[src/rtl/microseq_pkg.sv]
// Shared types for the microprogram sequencer.
package microseq_pkg;

  localparam int unsigned UADDR_W_DEFAULT = 11;

  typedef logic [UADDR_W_DEFAULT-1:0] uaddr_t;

  typedef enum logic [2:0] {
    CMD_NEXT     = 3'd0,
    CMD_JUMP     = 3'd1,
    CMD_CALL     = 3'd2,
    CMD_RET      = 3'd3,
    CMD_BR_T     = 3'd4,
    CMD_BR_F     = 3'd5,
    CMD_DISPATCH = 3'd6,
    CMD_WAIT     = 3'd7
  } microseq_cmd_t;

  typedef enum logic [1:0] {
    ERR_NONE      = 2'd0,
    ERR_OVERFLOW  = 2'd1,
    ERR_UNDERFLOW = 2'd2,
    ERR_ILLEGAL   = 2'd3
  } err_t;

endpackage

[src/rtl/microseq_stack.sv]
// Return-address LIFO: push writes entry[sp], top_o reads entry[sp-1].
module microseq_stack #(
  parameter int unsigned DEPTH = 4,
  parameter int unsigned W     = 11,
  parameter int unsigned SP_W  = $clog2(DEPTH + 1)
) (
  input  logic            clk,
  input  logic            reset_n,
  input  logic            push_i,
  input  logic            pop_i,
  input  logic [W-1:0]    push_data_i,
  output logic [W-1:0]    top_o,
  output logic            full_o,
  output logic            empty_o,
  output logic [SP_W-1:0] sp_o
);

  localparam int unsigned IDX_W = (DEPTH > 1) ? $clog2(DEPTH) : 1;

  logic [W-1:0]     mem_q [DEPTH];
  logic [SP_W-1:0]  sp_q;
  logic [IDX_W-1:0] wr_idx;
  logic [IDX_W-1:0] rd_idx;

  assign wr_idx  = IDX_W'(sp_q);
  assign rd_idx  = IDX_W'(sp_q - 1'b1);
  assign top_o   = mem_q[rd_idx];
  assign full_o  = (sp_q == SP_W'(DEPTH));
  assign empty_o = (sp_q == '0);
  assign sp_o    = sp_q;

  // Occupancy counter; the caller never pushes and pops together.
  always_ff @(posedge clk) begin
    if (!reset_n) begin
      sp_q <= '0;
    end else if (push_i) begin
      sp_q <= sp_q + 1'b1;
    end else if (pop_i) begin
      sp_q <= sp_q - 1'b1;
    end
  end

  // Entry storage; contents are don't-care after reset.
  always_ff @(posedge clk) begin
    if (push_i) begin
      mem_q[wr_idx] <= push_data_i;
    end
  end

endmodule

[src/rtl/microseq.sv]
// Microprogram sequencer: next-address mux, call/return stack and trap logic.
module microseq
  import microseq_pkg::*;
#(
  parameter int unsigned UADDR_W     = 11,
  parameter int unsigned STACK_DEPTH = 4,
  parameter int unsigned COND_W      = 8,
  parameter logic [UADDR_W-1:0] RESET_UADDR = '0,
  parameter int unsigned CSEL_W = (COND_W > 1) ? $clog2(COND_W) : 1,
  parameter int unsigned SP_W   = $clog2(STACK_DEPTH + 1)
) (
  input  logic               clk,
  input  logic               reset_n,
  input  logic               stall,
  input  logic [2:0]         cmd,
  input  logic [UADDR_W-1:0] load_uaddr,
  input  logic [CSEL_W-1:0]  cond_sel,
  input  logic [COND_W-1:0]  cond,
  input  logic [UADDR_W-1:0] dispatch_uaddr,
  output logic [UADDR_W-1:0] uaddr,
  output logic [SP_W-1:0]    sp,
  output logic               halted,
  output logic [1:0]         err_code
);

  logic [UADDR_W-1:0] uaddr_q, uaddr_d;
  logic               halted_q, halted_d;
  err_t               err_q, err_d;

  logic [UADDR_W-1:0] seq;
  logic [UADDR_W-1:0] stk_top;
  logic               stk_full, stk_empty;
  logic               push, pop;
  logic               cond_bit;
  microseq_cmd_t      cmd_e;

  assign seq   = uaddr_q + 1'b1;
  assign cmd_e = microseq_cmd_t'(cmd);

  microseq_stack #(
    .DEPTH (STACK_DEPTH),
    .W     (UADDR_W),
    .SP_W  (SP_W)
  ) u_stack (
    .clk         (clk),
    .reset_n     (reset_n),
    .push_i      (push),
    .pop_i       (pop),
    .push_data_i (seq),
    .top_o       (stk_top),
    .full_o      (stk_full),
    .empty_o     (stk_empty),
    .sp_o        (sp)
  );

  // Selected condition flag; out-of-range selects read as 0.
  always_comb begin
    cond_bit = 1'b0;
    if (32'(cond_sel) < COND_W) begin
      cond_bit = cond[cond_sel];
    end
  end

  // Next-address and trap decode; halted and stall freeze everything.
  always_comb begin
    uaddr_d  = uaddr_q;
    halted_d = halted_q;
    err_d    = err_q;
    push     = 1'b0;
    pop      = 1'b0;
    if (!halted_q && !stall) begin
      case (cmd_e)
        CMD_NEXT:     uaddr_d = seq;
        CMD_JUMP:     uaddr_d = load_uaddr;
        CMD_CALL: begin
          if (!stk_full) begin
            push    = 1'b1;
            uaddr_d = load_uaddr;
          end else begin
            halted_d = 1'b1;
            err_d    = ERR_OVERFLOW;
          end
        end
        CMD_RET: begin
          if (!stk_empty) begin
            pop     = 1'b1;
            uaddr_d = stk_top;
          end else begin
            halted_d = 1'b1;
            err_d    = ERR_UNDERFLOW;
          end
        end
        CMD_BR_T:     uaddr_d = cond_bit ? load_uaddr : seq;
        CMD_BR_F:     uaddr_d = cond_bit ? seq : load_uaddr;
        CMD_DISPATCH: uaddr_d = dispatch_uaddr;
        CMD_WAIT:     uaddr_d = cond_bit ? seq : uaddr_q;
        default: begin
          halted_d = 1'b1;
          err_d    = ERR_ILLEGAL;
        end
      endcase
    end
  end

  // Sequencer state register with synchronous active-low reset.
  always_ff @(posedge clk) begin
    if (!reset_n) begin
      uaddr_q  <= RESET_UADDR;
      halted_q <= 1'b0;
      err_q    <= ERR_NONE;
    end else begin
      uaddr_q  <= uaddr_d;
      halted_q <= halted_d;
      err_q    <= err_d;
    end
  end

  assign uaddr    = uaddr_q;
  assign halted   = halted_q;
  assign err_code = err_q;

endmodule

[config.mk]
export PLATFORM = sky130hd
export DESIGN_NAME = microseq
export DESIGN_NICKNAME = d
export VERILOG_FILES = /design/src/rtl/microseq_pkg.sv /design/src/rtl/microseq_stack.sv /design/src/rtl/microseq.sv
export SDC_FILE = /design/constraint.sdc
export NUM_CORES = 1
export LEC_CHECK = 0
export CAP_MARGIN = 20
export CORE_AREA = 2 2 90 92
export CTS_CLUSTER_SIZE = 24
export DETAILED_ROUTE_END_ITERATION = 12
export DIE_AREA = 0 0 92 94
export GPL_ROUTABILITY_DRIVEN = 0
export HOLD_SLACK_MARGIN = 0.06
export PLACE_DENSITY_LB_ADDON = 0.3
export SLEW_MARGIN = 20
export SYNTH_ARGS = -nofsm -noshare
export SYNTH_HDL_FRONTEND = slang
export SYNTH_SLANG_ARGS = --single-unit
[constraint.sdc]
create_clock -name clk -period 7.7 [get_ports clk]
set_clock_uncertainty 0.2 [all_clocks]
set_input_delay 1.54 -clock clk [delete_from_list [all_inputs] [get_ports clk]]
set_output_delay 1.54 -clock clk [all_outputs]
set_load 0.01 [all_outputs]
After elaboration in Yosys (flattened, before gate mapping)

Memory sizes are Yosys's and may differ from the RTL's.
Cells that the tools add are included.

Logic and storage cells: 55
Memories: 1
RAM bits: 44
Register bits: 17

Muxes and demuxes: 24
Reductions and logical operators: 9
Equality and inequality tests: 13
Magnitude comparators: 1
$add $sub $neg: 3

Memories:

| memory        | depth | width | read ports | clocked after memory_dff | wr ports | line                 | RTL |
|---|---|---|---|---|---|---|---|
| u_stack.mem_q | 4     | 11    | 1          | 0                        | 1        | microseq_stack.sv:20 | `logic [W-1:0] mem_q [DEPTH];` |

Operators with widths:

| kind                                                        | number |
|---|---|
| case mux 11 bit (8 select lines)                            | 1 |
| 2-to-1 mux 11 bit                                           | 5 |
| equality test 3 bit (second input constant)                 | 5 |
| adder 11 x 1 -> 11 bit (second input constant)              | 1 |
| 2-to-1 mux 1 bit                                            | 11 |
| != test 2 bit (second input constant)                       | 5 |
| AND reduction 4 bit                                         | 2 |
| equality test 3 x 2 -> 1 bit (second input constant)        | 2 |
| logical NOT 3 bit                                           | 2 |
| 2-to-1 mux 3 bit                                            | 2 |
| less-than comparator 3 x 4 -> 1 bit (second input constant) | 1 |
| 2-to-1 mux 2 bit                                            | 2 |
| case mux 2 bit (2 select lines)                             | 1 |
| nonzero test 2 bit                                          | 2 |
| adder 3 x 1 -> 3 bit (second input constant)                | 1 |
| binary-select mux 1 bit (select 3 bit)                      | 1 |
| equality test 3 x 1 -> 1 bit (second input constant)        | 1 |
| subtractor 3 x 1 -> 3 bit (second input constant)           | 1 |
| logical NOT 1 bit                                           | 2 |
| case mux 1 bit (2 select lines)                             | 1 |
| logical AND 1 bit                                           | 1 |

Logic depth before layout (Yosys ltp)

Word-level depth: 6
Depth in mapped cells: 11

Modules after synthesis

Synthesis repeated with hierarchy kept, for this count alone.

Cells, all modules: 299
Area, all modules: 3437.0 um2

By module, submodules not included:

| module         | cells each | area an instance (um2) | seq. area each (um2) | times used |
|---|---|---|---|---|
| microseq_stack | 86         | 1850.5                 | 1381.3               | 1 |
| microseq       | 213        | 1586.5                 | 280.3                | 1 |

Least setup slack after synthesis

No wires, ideal clock.

Path type: input -> register
Start point: input cond_sel[0]
End point: register uaddr_q[10], in the netlist uaddr[10]
Data arrival time: 3.155 ns
Slack: 4.221 ns
Cell stages on the path: 7
Library setup time: 0.125 ns
Cells stage by stage: buf_4 -> mux2i_1 -> mux4_2 -> xor2_4 -> mux2_2 -> a21oi_2 -> o32ai_1

Longest elaborated chain between the ends: 4
Elaborated cells between the ends (all ways): 7

RTL lines:

| element                                                                 | line            | RTL |
|---|---|---|
| start: declaration                                                      | microseq.sv:17  | `input logic [CSEL_W-1:0] cond_sel,` |
| binary-select mux 1 bit (select 3 bit) (*)                              | microseq.sv:60  | `cond_bit = cond[cond_sel];` |
| 2-to-1 mux 1 bit (not written as such) (*)                              | microseq.sv:60  |  |
| 2-to-1 mux 11 bit (tied with other cells)                               | microseq.sv:94  | `CMD_BR_F: uaddr_d = cond_bit ? seq : load_uaddr;` |
| case mux 11 bit (8 select lines) or AND reduction 4 bit (tied branches) | n/a             |  |
| end signal: assignment                                                  | microseq.sv:112 | `uaddr_q <= uaddr_d;` |
| end: declaration                                                        | microseq.sv:26  | `logic [UADDR_W-1:0] uaddr_q, uaddr_d;` |

Mark *: on every way between the ends. The rest lies on a longest branch, timed or not. The select of a mux whose other input is x is not followed.
A chain may end at the register's enable or synchronous reset.

Worst setup path after layout

Start point: input cmd[2]
End point: register u_stack.sp_q[2], in the netlist u_stack.sp_o[2]

Longest elaborated chain between the ends: 4
Elaborated cells between the ends (all ways): 8

RTL lines:

| element                                                | line                 | RTL |
|---|---|---|
| start: declaration                                     | microseq.sv:15       | `input logic [2:0] cmd,` |
| equality test 3 x 2 -> 1 bit                           | microseq.sv:72       | `case (cmd_e)` |
| 2-to-1 mux 1 bit                                       | microseq.sv:72       |  |
| 2-to-1 mux 1 bit                                       | microseq.sv:71       | `if (!halted_q && !stall) begin` |
| 2-to-1 mux 3 bit or nonzero test 2 bit (tied branches) | n/a                  |  |
| end signal: assignment                                 | microseq_stack.sv:37 | `sp_q <= sp_q + 1'b1;` |
| end signal: assignment                                 | microseq_stack.sv:39 | `sp_q <= sp_q - 1'b1;` |
| end: declaration                                       | microseq_stack.sv:21 | `logic [SP_W-1:0] sp_q;` |

Parallel ways exist; a longest one is shown, timed or not.

==> results list <==
* Final-stage net count: 389
- Clock transition at the registers of the reported paths: 70 ps
- Number of buffers and inverters on the critical path: 1
- Largest net degree at the start of global routing: 37
- Master cell of the clock root buffer: sky130_fd_sc_hd__clkbuf_8
* Minimum clock period: 4280 ps
- Wires add up to 8860 µm.
* Antenna violation net count after detailed routing: 0
- Reported max-cap violation count: 0
* Total via count after detailed routing: 2632
- In this run the tightest slew margin relative to its limit is 39.1%.
* Setup TNS after final layout: 0 ps
* Transition at the pin with the smallest max-transition slack: 912 ps
* Startpoint Class: input pin
- In this run, distinct cell masters in the synthesized netlist total 53.
- Mapped Cells: 296
* DIE HEIGHT: 94 µm
- Synth Flop Type: sky130_fd_sc_hd__edfxtp_1
- The region available for standard cell placement spans 7610 µm².
- The later pin in the worst-skew pair is clocked with a latency of 350 ps.
- The share of the Yosys chip area taken by registers is 49.8%.
- Final period utilization: 55.5%
* Via density per instance: 5.85
- Relative to the synthesized area, the layout overhead comes to 22.4%.
* Endpoint required time on the critical path: 7790 ps
- Number of top-level pins: 56
- Non-filler instance count after layout: 450
* Final Max Tran Viols: 0
- Across the VDD grid, the largest voltage drop is 0.0945 mV.
* Result of the run: completed
- After floorplanning, the core was divided into 32 placement rows.
* Startpoint of the most critical hold path: err_code[1]
* Number of remaining DRC errors: 0
- Number of global-route vias before repair: 2562
* Xor/xnor cell area share of the yosys netlist: 3.45%
- Once the floorplan was initialized, standard cells occupied 43.9% of the core.
- The synthesized design contains 61 register bits.
* Kind of critical path: input pin to register
- Power density of the placed cells: 185 nW/µm²
- Number of antenna violations at the first check in global routing: 0
* Min-delay worst type: register to register
* Highest-delay cell along the critical path: sky130_fd_sc_hd__clkdlybuf4s50_1
- In this design, the largest share of critical-path delay is due to simple AND/OR/NAND/NOR gates.
- Antenna diode instance count: 0
* Number of buffers added by the clock tree synthesis step: 9
- Final Hold Fails: 0
- Commonest non-fill, non-tap cell in the layout: sky130_fd_sc_hd__clkdlybuf4s50_1
* Number of filler cells placed in the layout: 681
- For this run, the top clock speed supported by timing is 234 MHz.
* H-Tree Level Count: 3
- Number of cells in the design after placement: 434
- Synth Area in Adders: 2.62%
- Clock sink count: 61
* Die width: 92 µm
- Multiplexer cells account for 13.3% of the synthesized area.
- The count of buffers added on input and output ports is 55.
* Start of the worst register-to-register path: u_stack.sp_o[0]
- Cell-by-cell trace of the critical path: clkdlybuf4s50_1, nand2b_1, nor4_2, and2_1, nor3_1, a21oi_1, and3_1
* Critical path endpoint category: register
- Number of hold buffers added after cts: 0
- Averaged over all synthesized cells, the footprint is 11.3 µm².
- Summed over all cells, the static leakage comes to 0.00141 µW.
- The HPWL after detailed placement is 6090 µm.
* Post-cts resize count: 0
- Of all nets on the critical path, the largest fanout is 21.
- Number of synthesized flops with an enable pin: 44
- Of all flip-flops after synthesis, the portion carrying an async set or reset was 0%.
- TritonCTS built the clock tree.
* Critical path origin: cmd[2]
- 1st-iter DRT viols: 196
* Wire length per cell after detailed routing: 19.7 µm
* Total track usage: 21.6%
* Cell area after technology mapping: 3340 µm²
- Dominant combinational cell family by area after synthesis: compound AO/OA/AOI/OAI gates
- For this run, the slowest stage of the critical path takes 830 ps.
- Setup repair after global routing left no endpoint under its margin.
- In the layout the commonest cells are 55 x sky130_fd_sc_hd__clkdlybuf4s50_1, 44 x sky130_fd_sc_hd__edfxtp_1, 26 x sky130_fd_sc_hd__nand2_1, 24 x sky130_fd_sc_hd__o21ai_0.
* Final setup vio count: 0
- Post-CTS timing repair inserted 0 buffers for setup.
- Wire length of the first global-routing pass: 13800 µm
- Largest buffer count on any clock path: 2
- Length of the first detailed-routing pass in iterations: 5
* Synth Area in Compound Gates: 15.8%
- Net count of the mapped netlist: 342
- During synthesis, Yosys emitted a total of 0 warnings.
- After Yosys synthesis, and, or, nand and nor cells account for 11.1% of the synthesized area.
- The floorplan step defined a die boundary enclosing 8650 µm².
- Data arrival at the endpoint of the critical path: 4370 ps
- Grt total ovfl: 0
* Share of cells above drive strength 1: 10.1%
worst paths after layout:
path                           to  slack, ps  cells after the start
setup reg to reg         uaddr[2]       4000                      7
hold reg to reg       err_code[1]        280                      2
setup / recovery  u_stack.sp_o[2]       3420                      7
hold / removal        err_code[1]        280                      2
Yosys cell counts, types with 3 or more instances:
cell type                  count  area (µm²)
sky130_fd_sc_hd__xor2_1        3        26.3
sky130_fd_sc_hd__nand2_1      26        97.6
sky130_fd_sc_hd__a31oi_1       4        25.0
sky130_fd_sc_hd__xnor2_1       7        61.3
sky130_fd_sc_hd__nand4_1       4        25.0
sky130_fd_sc_hd__mux2_2        6        67.6
sky130_fd_sc_hd__edfxtp_1     44        1320
sky130_fd_sc_hd__mux4_2       10         225
sky130_fd_sc_hd__o221ai_1      9        78.8
sky130_fd_sc_hd__and2_1        5        31.3
sky130_fd_sc_hd__a21oi_1      13        65.1
sky130_fd_sc_hd__o211ai_1      5        37.5
sky130_fd_sc_hd__and3_1        4        25.0
sky130_fd_sc_hd__nor3_1        5        25.0
sky130_fd_sc_hd__buf_2         7        35.0
sky130_fd_sc_hd__o21ai_0      24         120
sky130_fd_sc_hd__clkbuf_1      8        30.0
sky130_fd_sc_hd__nor2_1       17        63.8
sky130_fd_sc_hd__nand2b_1      4        25.0
sky130_fd_sc_hd__dfxtp_1      17         340
sky130_fd_sc_hd__nand3_1       3        15.0
sky130_fd_sc_hd__buf_1         3        11.3
sky130_fd_sc_hd__ha_1          7        87.6
sky130_fd_sc_hd__inv_1        11        41.3
sky130_fd_sc_hd__mux2i_1      15         150
per-layer routing:
layer | global-route usage [%] | part of all wire [%]
met1 | 28.3 | 43
met2 | 34.3 | 48
met3 | 5.62 | 7.0
met4 | 8.71 | 1.5
met5 | 0 | 0
layout make-up:
| cell class | count | area, µm² | share of cell area (%) |
|---|---|---|---|
| flip-flops and latches | 61 | 1660 | 40.6 |
| clock buffers | 13 | 139 | 3.40 |
| well taps | 102 | 128 | 3.12 |
| repair buffers | 56 | 558 | 13.7 |
| clock inverters | 3 | 15.0 | 0.367 |
| multi-input cells | 203 | 1540 | 37.7 |
| inverters | 12 | 45.0 | 1.10 |
flip-flops by register name (all words and copies together), names as in the netlist:
register	flops
u_stack.mem_q	44
uaddr	11
u_stack.sp_o	3
err_code	2
halted	1
where the power goes:
| part | total [µW] | internal, µW | leakage [µW] | switching (µW) |
|---|---|---|---|---|
| combinational | 143 | 67.4 | 0.000782 | 75.5 |
| clock | 236 | 115 | 0.0000812 | 121 |
| sequential | 379 | 365 | 0.000542 | 13.3 |
tightest hold or removal path, delay by kind of cell, from the launching register on:
family,cells,cell delay [ps]
AND/OR/NAND/NOR,1,60
flip-flops,1,320
AO/OA/AOI/OAI,1,60
stage by stage:
stage / worst slack (ps) / hold slack [ps] / power (µW) / area (µm²) / utilization, %
after detailed placement: 3110 / 269 / 527 / 3930 / 51.7
final: 3420 / 279 / 758 / 4090 / 53.7
after global routing: 3240 / 306 / 792 / 4090 / 53.7
after global placement: 3220 / 264 / 524 / 3930 / 51.7
after CTS: 3440 / 280 / 762 / 4090 / 53.7
after floorplan: 4220 / 295 / 467 / 3340 / -
logic make-up after synthesis:
| kind of cell | after synthesis |
|---|---|
| compound gates | 78 |
| xor+xnor | 11 |
| fa+ha+maj | 7 |
| buf+inv | 32 |
| flops | 61 |
| mux | 31 |
| simple gates | 76 |
(Power assumes the default switching activity.)
